`src/rtl/int2fp_seq_if.sv`:
```
`default_nettype none
// ============================================================================
// Module      : int2fp_seq_if
// Description : Operand/result handshake bundle for the int2fp_seq converter.
// Revision    : 1.0  initial release
// ============================================================================
interface int2fp_seq_if;
    logic        in_valid;
    logic        in_ready;
    logic [31:0] in_data;
    logic        out_valid;
    logic        out_ready;
    logic [31:0] out_data;
    logic        out_inexact;

    modport master (
        output in_valid,
        output in_data,
        output out_ready,
        input  in_ready,
        input  out_valid,
        input  out_data,
        input  out_inexact
    );

    modport slave (
        input  in_valid,
        input  in_data,
        input  out_ready,
        output in_ready,
        output out_valid,
        output out_data,
        output out_inexact
    );
endinterface
`default_nettype wire

```
`src/rtl/int2fp_seq.sv`:
```
`default_nettype none
// ============================================================================
// Module      : int2fp_seq
// Description : Sequential signed int32 to IEEE-754 single converter (RNE).
// Revision    : 1.0  initial release
// ============================================================================
module int2fp_seq (
    input  wire logic   clk,
    input  wire logic   rst_n,
    int2fp_seq_if.slave bus
);

    typedef enum logic [1:0] {
        S_IDLE  = 2'd0,
        S_NORM  = 2'd1,
        S_ROUND = 2'd2,
        S_DONE  = 2'd3
    } state_t;

    localparam logic [7:0] c_EXP_INIT = 8'd158;

    state_t      r_state;
    state_t      w_next;
    logic        r_sign;
    logic [31:0] r_mag;
    logic [7:0]  r_exp;
    logic [31:0] r_out_data;
    logic        r_out_inexact;

    logic        w_accept;
    logic        w_in_zero;
    logic [31:0] w_abs;
    logic        w_guard;
    logic        w_sticky;
    logic        w_round_up;
    logic [23:0] w_frac_inc;
    logic        w_carry;
    logic [22:0] w_frac_rnd;
    logic [7:0]  w_exp_rnd;

    assign w_accept  = (r_state == S_IDLE) && bus.in_valid;
    assign w_in_zero = (bus.in_data == 32'd0);
    // 0x80000000 negates to itself, which is the correct unsigned magnitude
    assign w_abs     = bus.in_data[31] ? (~bus.in_data + 32'd1) : bus.in_data;

    assign w_guard    = r_mag[7];
    assign w_sticky   = |r_mag[6:0];
    assign w_round_up = w_guard & (w_sticky | r_mag[8]);
    assign w_frac_inc = {1'b0, r_mag[30:8]} + {23'd0, w_round_up};
    assign w_carry    = w_frac_inc[23];
    assign w_frac_rnd = w_frac_inc[22:0];
    assign w_exp_rnd  = r_exp + {7'd0, w_carry};

    always_ff @(posedge clk or negedge rst_n) begin
        if (!rst_n) begin
            r_state <= S_IDLE;
        end else begin
            r_state <= w_next;
        end
    end

    always_comb begin
        w_next = r_state;
        case (r_state)
            S_IDLE:  if (bus.in_valid) w_next = w_in_zero ? S_DONE : S_NORM;
            S_NORM:  if (r_mag[31]) w_next = S_ROUND;
            S_ROUND: w_next = S_DONE;
            S_DONE:  if (bus.out_ready) w_next = S_IDLE;
            default: w_next = S_IDLE;
        endcase
    end

    always_ff @(posedge clk or negedge rst_n) begin
        if (!rst_n) begin
            r_sign        <= 1'b0;
            r_mag         <= 32'd0;
            r_exp         <= 8'd0;
            r_out_data    <= 32'd0;
            r_out_inexact <= 1'b0;
        end else begin
            if (w_accept) begin
                r_sign <= bus.in_data[31];
                r_mag  <= w_abs;
                r_exp  <= c_EXP_INIT;
                if (w_in_zero) begin
                    r_out_data    <= 32'd0;
                    r_out_inexact <= 1'b0;
                end
            end
            if ((r_state == S_NORM) && !r_mag[31]) begin
                r_mag <= {r_mag[30:0], 1'b0};
                r_exp <= r_exp - 8'd1;
            end
            // A fraction carry leaves w_frac_rnd at zero and bumps the exponent
            if (r_state == S_ROUND) begin
                r_out_data    <= {r_sign, w_exp_rnd, w_frac_rnd};
                r_out_inexact <= w_guard | w_sticky;
            end
        end
    end

    assign bus.in_ready    = (r_state == S_IDLE);
    assign bus.out_valid   = (r_state == S_DONE);
    assign bus.out_data    = r_out_data;
    assign bus.out_inexact = r_out_inexact;

endmodule
`default_nettype wire

```
`src/flat_wrapper.sv`:
```
// flat-port wrapper written by rule: the top's interface ports become plain ports
module int2fp_seq_flat 
  (clk, rst_n, bus_in_valid, bus_in_data, bus_out_ready, bus_in_ready, bus_out_valid, bus_out_data, bus_out_inexact);
  int2fp_seq_if bus_i ();
  input  wire logic clk;
  input  wire logic rst_n;
  input wire logic [$bits(bus_i.in_valid)-1:0] bus_in_valid;
  input wire logic [$bits(bus_i.in_data)-1:0] bus_in_data;
  input wire logic [$bits(bus_i.out_ready)-1:0] bus_out_ready;
  output wire logic [$bits(bus_i.in_ready)-1:0] bus_in_ready;
  output wire logic [$bits(bus_i.out_valid)-1:0] bus_out_valid;
  output wire logic [$bits(bus_i.out_data)-1:0] bus_out_data;
  output wire logic [$bits(bus_i.out_inexact)-1:0] bus_out_inexact;
  assign bus_i.in_valid = bus_in_valid;
  assign bus_i.in_data = bus_in_data;
  assign bus_i.out_ready = bus_out_ready;
  assign bus_in_ready = bus_i.in_ready;
  assign bus_out_valid = bus_i.out_valid;
  assign bus_out_data = bus_i.out_data;
  assign bus_out_inexact = bus_i.out_inexact;
  int2fp_seq u_core (.clk(clk), .rst_n(rst_n), .bus(bus_i));
endmodule
```
`config.mk`:
```
export PLATFORM = sky130hd
export DESIGN_NAME = int2fp_seq_flat
export DESIGN_NICKNAME = d
export VERILOG_FILES = /design/src/rtl/int2fp_seq_if.sv /design/src/rtl/int2fp_seq.sv /design/src/flat_wrapper.sv
export SDC_FILE = /design/constraint.sdc
export NUM_CORES = 1
export LEC_CHECK = 0
export CAP_MARGIN = 15
export CORE_AREA = 2 2 92 94
export DETAILED_ROUTE_END_ITERATION = 7
export DIE_AREA = 0 0 94 96
export DONT_BUFFER_PORTS = 1
export MAX_ROUTING_LAYER = met4
export PLACE_DENSITY = 0.86
export SLEW_MARGIN = 10
export SYNTH_ARGS = -nofsm -noshare
export SYNTH_HDL_FRONTEND = slang
export SYNTH_SLANG_ARGS = --single-unit
export TNS_END_PERCENT = 5
```
`constraint.sdc`:
```
create_clock -name clk -period 2.05 [get_ports clk]
set_input_delay 0.41 -clock clk [delete_from_list [all_inputs] [get_ports clk]]
set_output_delay 0.41 -clock clk [all_outputs]
set_load 0.02 [all_outputs]
```
After elaboration in Yosys (flattened, before gate mapping)
Index checks and enable logic that the tools add are counted.
{ "word_totals": {"ff_bits": 76, "out_inout_bits": 35, "inputBits": 36} }
{ "op_classes": {"n_addsub": 4, "eq_ne": 6, "reduce_logical": 11, "n_bitwise": 4, "mux": 16} }
{ "op_table": {"columns": ["cell", "count"], "rows": [
  ["32-bit 2-to-1 mux", 6],
  ["32-bit by 1-bit adder with 32-bit output, second input constant", 1],
  ["32-bit logical NOT", 1],
  ["32-bit inverter", 1],
  ["23-bit by 1-bit adder with 24-bit output", 1],
  ["8-bit 2-to-1 mux", 2],
  ["8-bit by 1-bit adder with 8-bit output", 1],
  ["2-bit 2-to-1 mux", 4],
  ["2-bit case mux with 4 select lines", 1],
  ["8-bit by 1-bit subtractor with 8-bit output, second input constant", 1],
  ["7-bit OR reduction", 1],
  ["2-bit nonzero test", 3],
  ["2-bit equality test, second input constant", 2],
  ["2-bit != test, second input constant", 2],
  ["1-bit 2-to-1 mux", 3],
  ["3-bit AND reduction", 1],
  ["2-bit by 1-bit equality test with 1-bit output, second input constant", 1],
  ["1-bit logical AND", 2],
  ["2-bit logical NOT", 1],
  ["2-bit by 1-bit != test with 1-bit output, second input constant", 1],
  ["1-bit bitwise OR", 2],
  ["2-bit AND reduction", 1],
  ["1-bit bitwise AND", 1],
  ["1-bit logical NOT", 1]
]} }

Depth between registers and ports, before layout
{ "depth": {"word_depth": 6, "ltp_mapped": 11, "ltp_nobuf": 10} }

Worst setup path before layout
No wires, ideal clock.
{ "synth_timing": {"kind": "input to register", "start": "in bus_in_data[0]", "end": "reg u_core.r_out_data[26], in the netlist u_core.bus.out_data[26]", "arrival_ns": 2.384, "path_slack_ns": -0.454, "stages": 9, "path_buffers": 2, "required_time_ns": 1.930, "path_cell_list": "inv_1 ha_1 or3b_2 or4_4 buf_6 nor4_4 nand2_2 buf_6 a31o_1"} }
{ "synth_between": {"elab_chain_cells": 3} }
{ "synth_rtl": {"columns": ["element", "line", "text"], "rows": [
  ["start, declared", "flat_wrapper.sv:8", "input wire logic [$bits(bus_i.in_data)-1:0] bus_in_data;"],
  ["32-bit logical NOT", "int2fp_seq.sv:42", "assign w_in_zero = (bus.in_data == 32'd0);"],
  ["2-bit nonzero test (no source line)", null, null],
  ["2-bit AND reduction (no source line)", null, null],
  ["end signal, assigned", "int2fp_seq.sv:96", "r_out_data <= {r_sign, w_exp_rnd, w_frac_rnd};"],
  ["end, declared", "int2fp_seq.sv:27", "logic [31:0] r_out_data;"]
]} }
No other way between the ends.
A chain may end at the register's enable or synchronous reset.

Final worst setup path
{ "layout_timing": {"start": "in bus_in_data[1]", "end": "reg u_core.r_mag[26]"} }
{ "layout_between": {"elab_chain_cells": 5} }
{ "layout_rtl": {"columns": ["element", "line", "text"], "rows": [
  ["32-bit inverter", "int2fp_seq.sv:44", "assign w_abs = bus.in_data[31] ? (~bus.in_data + 32'd1) : bus.in_data;"],
  ["32-bit by 1-bit adder with 32-bit output", "int2fp_seq.sv:44", null],
  ["32-bit 2-to-1 mux", "int2fp_seq.sv:44", null],
  ["32-bit 2-to-1 mux", "int2fp_seq.sv:81", "if (w_accept) begin"],
  ["32-bit 2-to-1 mux", "int2fp_seq.sv:90", "if ((r_state == S_NORM) && !r_mag[31]) begin"],
  ["end signal, assigned", "int2fp_seq.sv:83", "r_mag <= w_abs;"],
  ["end signal, assigned", "int2fp_seq.sv:91", "r_mag <= {r_mag[30:0], 1'b0};"],
  ["end, declared", "int2fp_seq.sv:25", "logic [31:0] r_mag;"]
]} }
No other way between the ends. The select of a mux whose other input is x is not followed.

==> results.md <==
- Routed len/inst: 18.1 µm
- Final instance area: approximately 5500 µm²
- Fillcell total: approximately 590
- Netlist cell types: 49
- Die outline width: 94 µm
- DR iter-0 viols: roughly 330
- Clock Tree Buf Depth: 2
- Worst slew pin tran: between 0.6 and 0.7 ns
- Power share of the combinational group: 41.4%
- Final WL: 11,400 µm
- Minimum clock period: ~2.1 ns
- Final setup fails: 25
- FMAX: between 0.4 and 0.5 GHz
- Worst setup EP type: flop
- Flop pwr share: 40.9%
- Post-Synthesis Cells: 479
- Initial Util: a little under three fifths
- Clk_skew: 0.0126 ns
- Crit path max fanout: 5
- Worst min-delay path class: in2async
- Synthesis-stage register bit count: 76
- Fin worst setup slack: -0.0529 ns
- Fin. Hold Viols: 76
- CTS tree: done
- Dominant synthesized flop cell: dfrtp_1
- Leakage: 2.34 nW
- Fin. max-slew vios: 0
- Clock power frac: 17.7%
- Design Power: 7.24 mW
- Vias/cell: just over 6
- Pwr Density: 1320 nW/µm²
- Netlist Area Pre-Place: roughly 4600 µm²
- Kind of critical path: in2reg
- Critical Path Start Type: input port
- Outcome: complete, but fails checks
- Clock Tree Root: clkbuf_8
- Reg area: about 1900 µm²
- Failing checks: hold timing, setup timing
- GRT Overall Usage: ~27%
- Core Box Area: about 8100 µm²
- Worst Path Required: 2.28 ns
- Clk slew on worst S/H paths: 0.08 ns
- I/O pin cnt: 71
- Area grow syn2layout: 19.8%
- Cts bufs inserted: 9
- Htree depth: 3
- Initial antenna violation count: 0
- Port Buffers: 0
- Sw frac: 41.3%
- Min Hold Slack: -0.250 ns
- DRC viols: 0
- RSZ-0062 raised after global routing: yes
- GPL Wtd Cong: 0.930
- Fraction of layout cells with a size suffix above 1: 22.4%
- Psw: 2.99 mW
- Most frequent cells in the layout: 76 x dfrtp_1, 62 x buf_4, 52 x nand2_1
- Vias post-DR: between 3,000 and 4,000
- Commonest non-fill, non-tap cell in the layout: dfrtp_1
- R2r worst-path depth: 10
- Fraction of registers with async set/reset: 100%
- Vias in the first global route: 3,788
- Gr ovfl total: 0
- Critical path arrival: 2.34 ns
- Synth warn: 0
- Fin Setup TNS: -0.376 ns
- Synth Area per Inst: 9.53 µm²
- Origin of the critical flop-to-flop path: u_core.r_mag[8]
- Final Cycle Share: 103%
- Final ANT Viol Nets: 0
- Pint: 4.25 mW
- Number of diodes: 0
- Post-Syn Nets: 524
- Relative slew slack: 59.0%
- CTS sink cnt: 76
- Drt first pass iters: 6
- Placed inst area: 5060 µm²
- Die Span Y: 96 µm
- Sequential share of the synthesized area: 41.6%
- Std-Cell Rows: 33
- DP Wirelength: 8210 µm
- Pin count of the biggest net entering global routing: 77
- Multi-input logic area: 2660 µm²
- Post-synth EDFFs: 0
- Reg-to-Reg End: u_core.bus.out_data[28]
- First-pass GRT wire length: 18,300 µm
- Maximum vdd drop: 0.000590 V
- Worst-Skew Late Latency: 0.36 ns
- Reg2reg setup slack: -0.02 ns
- Max cap viols: 0
- Final net count: about 570
- DIE AREA: 9020 µm²
==> synthesized netlist by cell type, types with 3 or more instances <==
| library cell | number | area [µm²] |
|---|---|---|
| a31o_1 | 10 | 87.6 |
| nor2_1 | 29 | 109 |
| o41ai_1 | 4 | 35.0 |
| xor2_1 | 30 | 263 |
| dfrtp_1 | 76 | 1900 |
| and3_1 | 4 | 25.0 |
| ha_1 | 9 | 113 |
| nor4_1 | 11 | 68.8 |
| a221o_1 | 6 | 60.1 |
| a22o_1 | 18 | 158 |
| o21ai_0 | 35 | 175 |
| a31oi_1 | 3 | 18.8 |
| or4_1 | 6 | 45.0 |
| buf_6 | 4 | 45.0 |
| nand2b_1 | 6 | 37.5 |
| and2_1 | 7 | 43.8 |
| xnor2_1 | 20 | 175 |
| nand2_1 | 52 | 195 |
| nand3_1 | 11 | 55.1 |
| or4_4 | 3 | 33.8 |
| clkbuf_1 | 27 | 101 |
| nor3_1 | 8 | 40.0 |
| a22oi_1 | 11 | 82.6 |
| nand4_1 | 6 | 37.5 |
| o41ai_2 | 7 | 114 |
| inv_1 | 11 | 41.3 |
| o211ai_1 | 5 | 37.5 |
| or3_1 | 13 | 81.3 |
| a21oi_1 | 7 | 35.0 |
| mux2i_1 | 10 | 100 |
| o31ai_1 | 5 | 37.5 |
| o2bb2ai_1 | 3 | 26.3 |
| nor2b_1 | 3 | 18.8 |
==> metal layers <==
layer  wire length (µm)  vias to the layer above  GRT usage, %
li1                   -                     1842             -
met1               4800                     1897          35.4
met2               5520                      172          41.4
met3                944                       17          7.20
met4                142                        0          8.21
met5                  0                        -             -
==> logic make-up (layout without fill, tap and decap cells) <==
family          Yosys count  after routing  share of synthesized area (%)
mux                      10             10                           2.19
buf+inv                  44             91                           4.30
compound gates          124            124                           21.0
simple gates            166            166                           18.8
flops                    76             76                           41.6
xor+xnor                 50             50                           9.59
fa+ha+maj                 9              9                           2.47
==> through the flow <==
step	cells	hold slack [ns]	setup slack [ns]	util [%]
2_1_floorplan	479	0.114	-0.307	-
3_3_place_gp	607	0.118	-0.386	62.9
3_5_place_dp	607	0.118	-0.431	62.9
4_1_cts	623	-0.259	-0.0296	66.1
5_1_grt	631	-0.282	-0.102	68.0
6_report	631	-0.250	-0.0529	68.0
==> flip-flops by register name, summed over array words and instances (netlist names) <==
register	cells
u_core.r_sign	1
u_core.bus.out_data	32
u_core.r_state	2
u_core.bus.out_inexact	1
u_core.r_mag	32
u_core.r_exp	8
==> area by class of cell <==
cell class / instances / share of cell area [%]
multi-input cells: 359 / 48.6
clock inverters: 6 / 1.60
repair buffers: 64 / 9.08
well taps: 105 / 2.40
clock buffers: 10 / 2.52
flip-flops and latches: 76 / 34.8
inverters: 11 / 1.07
==> power groups by stage <==
stage          combinational (mW)  clock (mW)  sequential (mW)
2_1_floorplan                1.96           0             2.86
3_3_place_gp                 2.69           0             2.91
6_report                     3.00        1.28             2.96
5_1_grt                      3.31        1.35             3.04
4_1_cts                      2.86        1.28             2.93
3_5_place_dp                 2.82           0             2.95
==> critical path, cell delays in order <==
cell,delay (ns)
inv_12,0.03
ha_4,0.11
or3b_4,0.36
or4_4,0.61
buf_4,0.18
o41ai_4,0.35
xor2_1,0.19
o21ai_0,0.09
==> how the worst max path moves through the flow <==
stage                                    endpoint  slack, ns             start
final                            u_core.r_mag[26]      -0.05    bus_in_data[1]
after detailed placement   u_core.bus.out_inexact      -0.43    bus_in_data[1]
after CTS                 u_core.bus.out_data[29]      -0.03   u_core.r_mag[7]
after global placement     u_core.bus.out_inexact      -0.39    bus_in_data[1]
after global routing      u_core.bus.out_data[28]      -0.10  u_core.r_mag[13]
after floorplan                  u_core.r_mag[22]      -0.31    bus_in_data[1]
==> timing repair <==
action | CTS | global route
cloned | 0 | 0
setup endpoints to repair | 32 | 37
endpoints found under the hold margin | 76 | 76
buffers inserted | 0 | 8
pin swaps | 2 | 18
resized for setup | 6 | 16
Note: power is estimated with default switching activity, not from simulation.
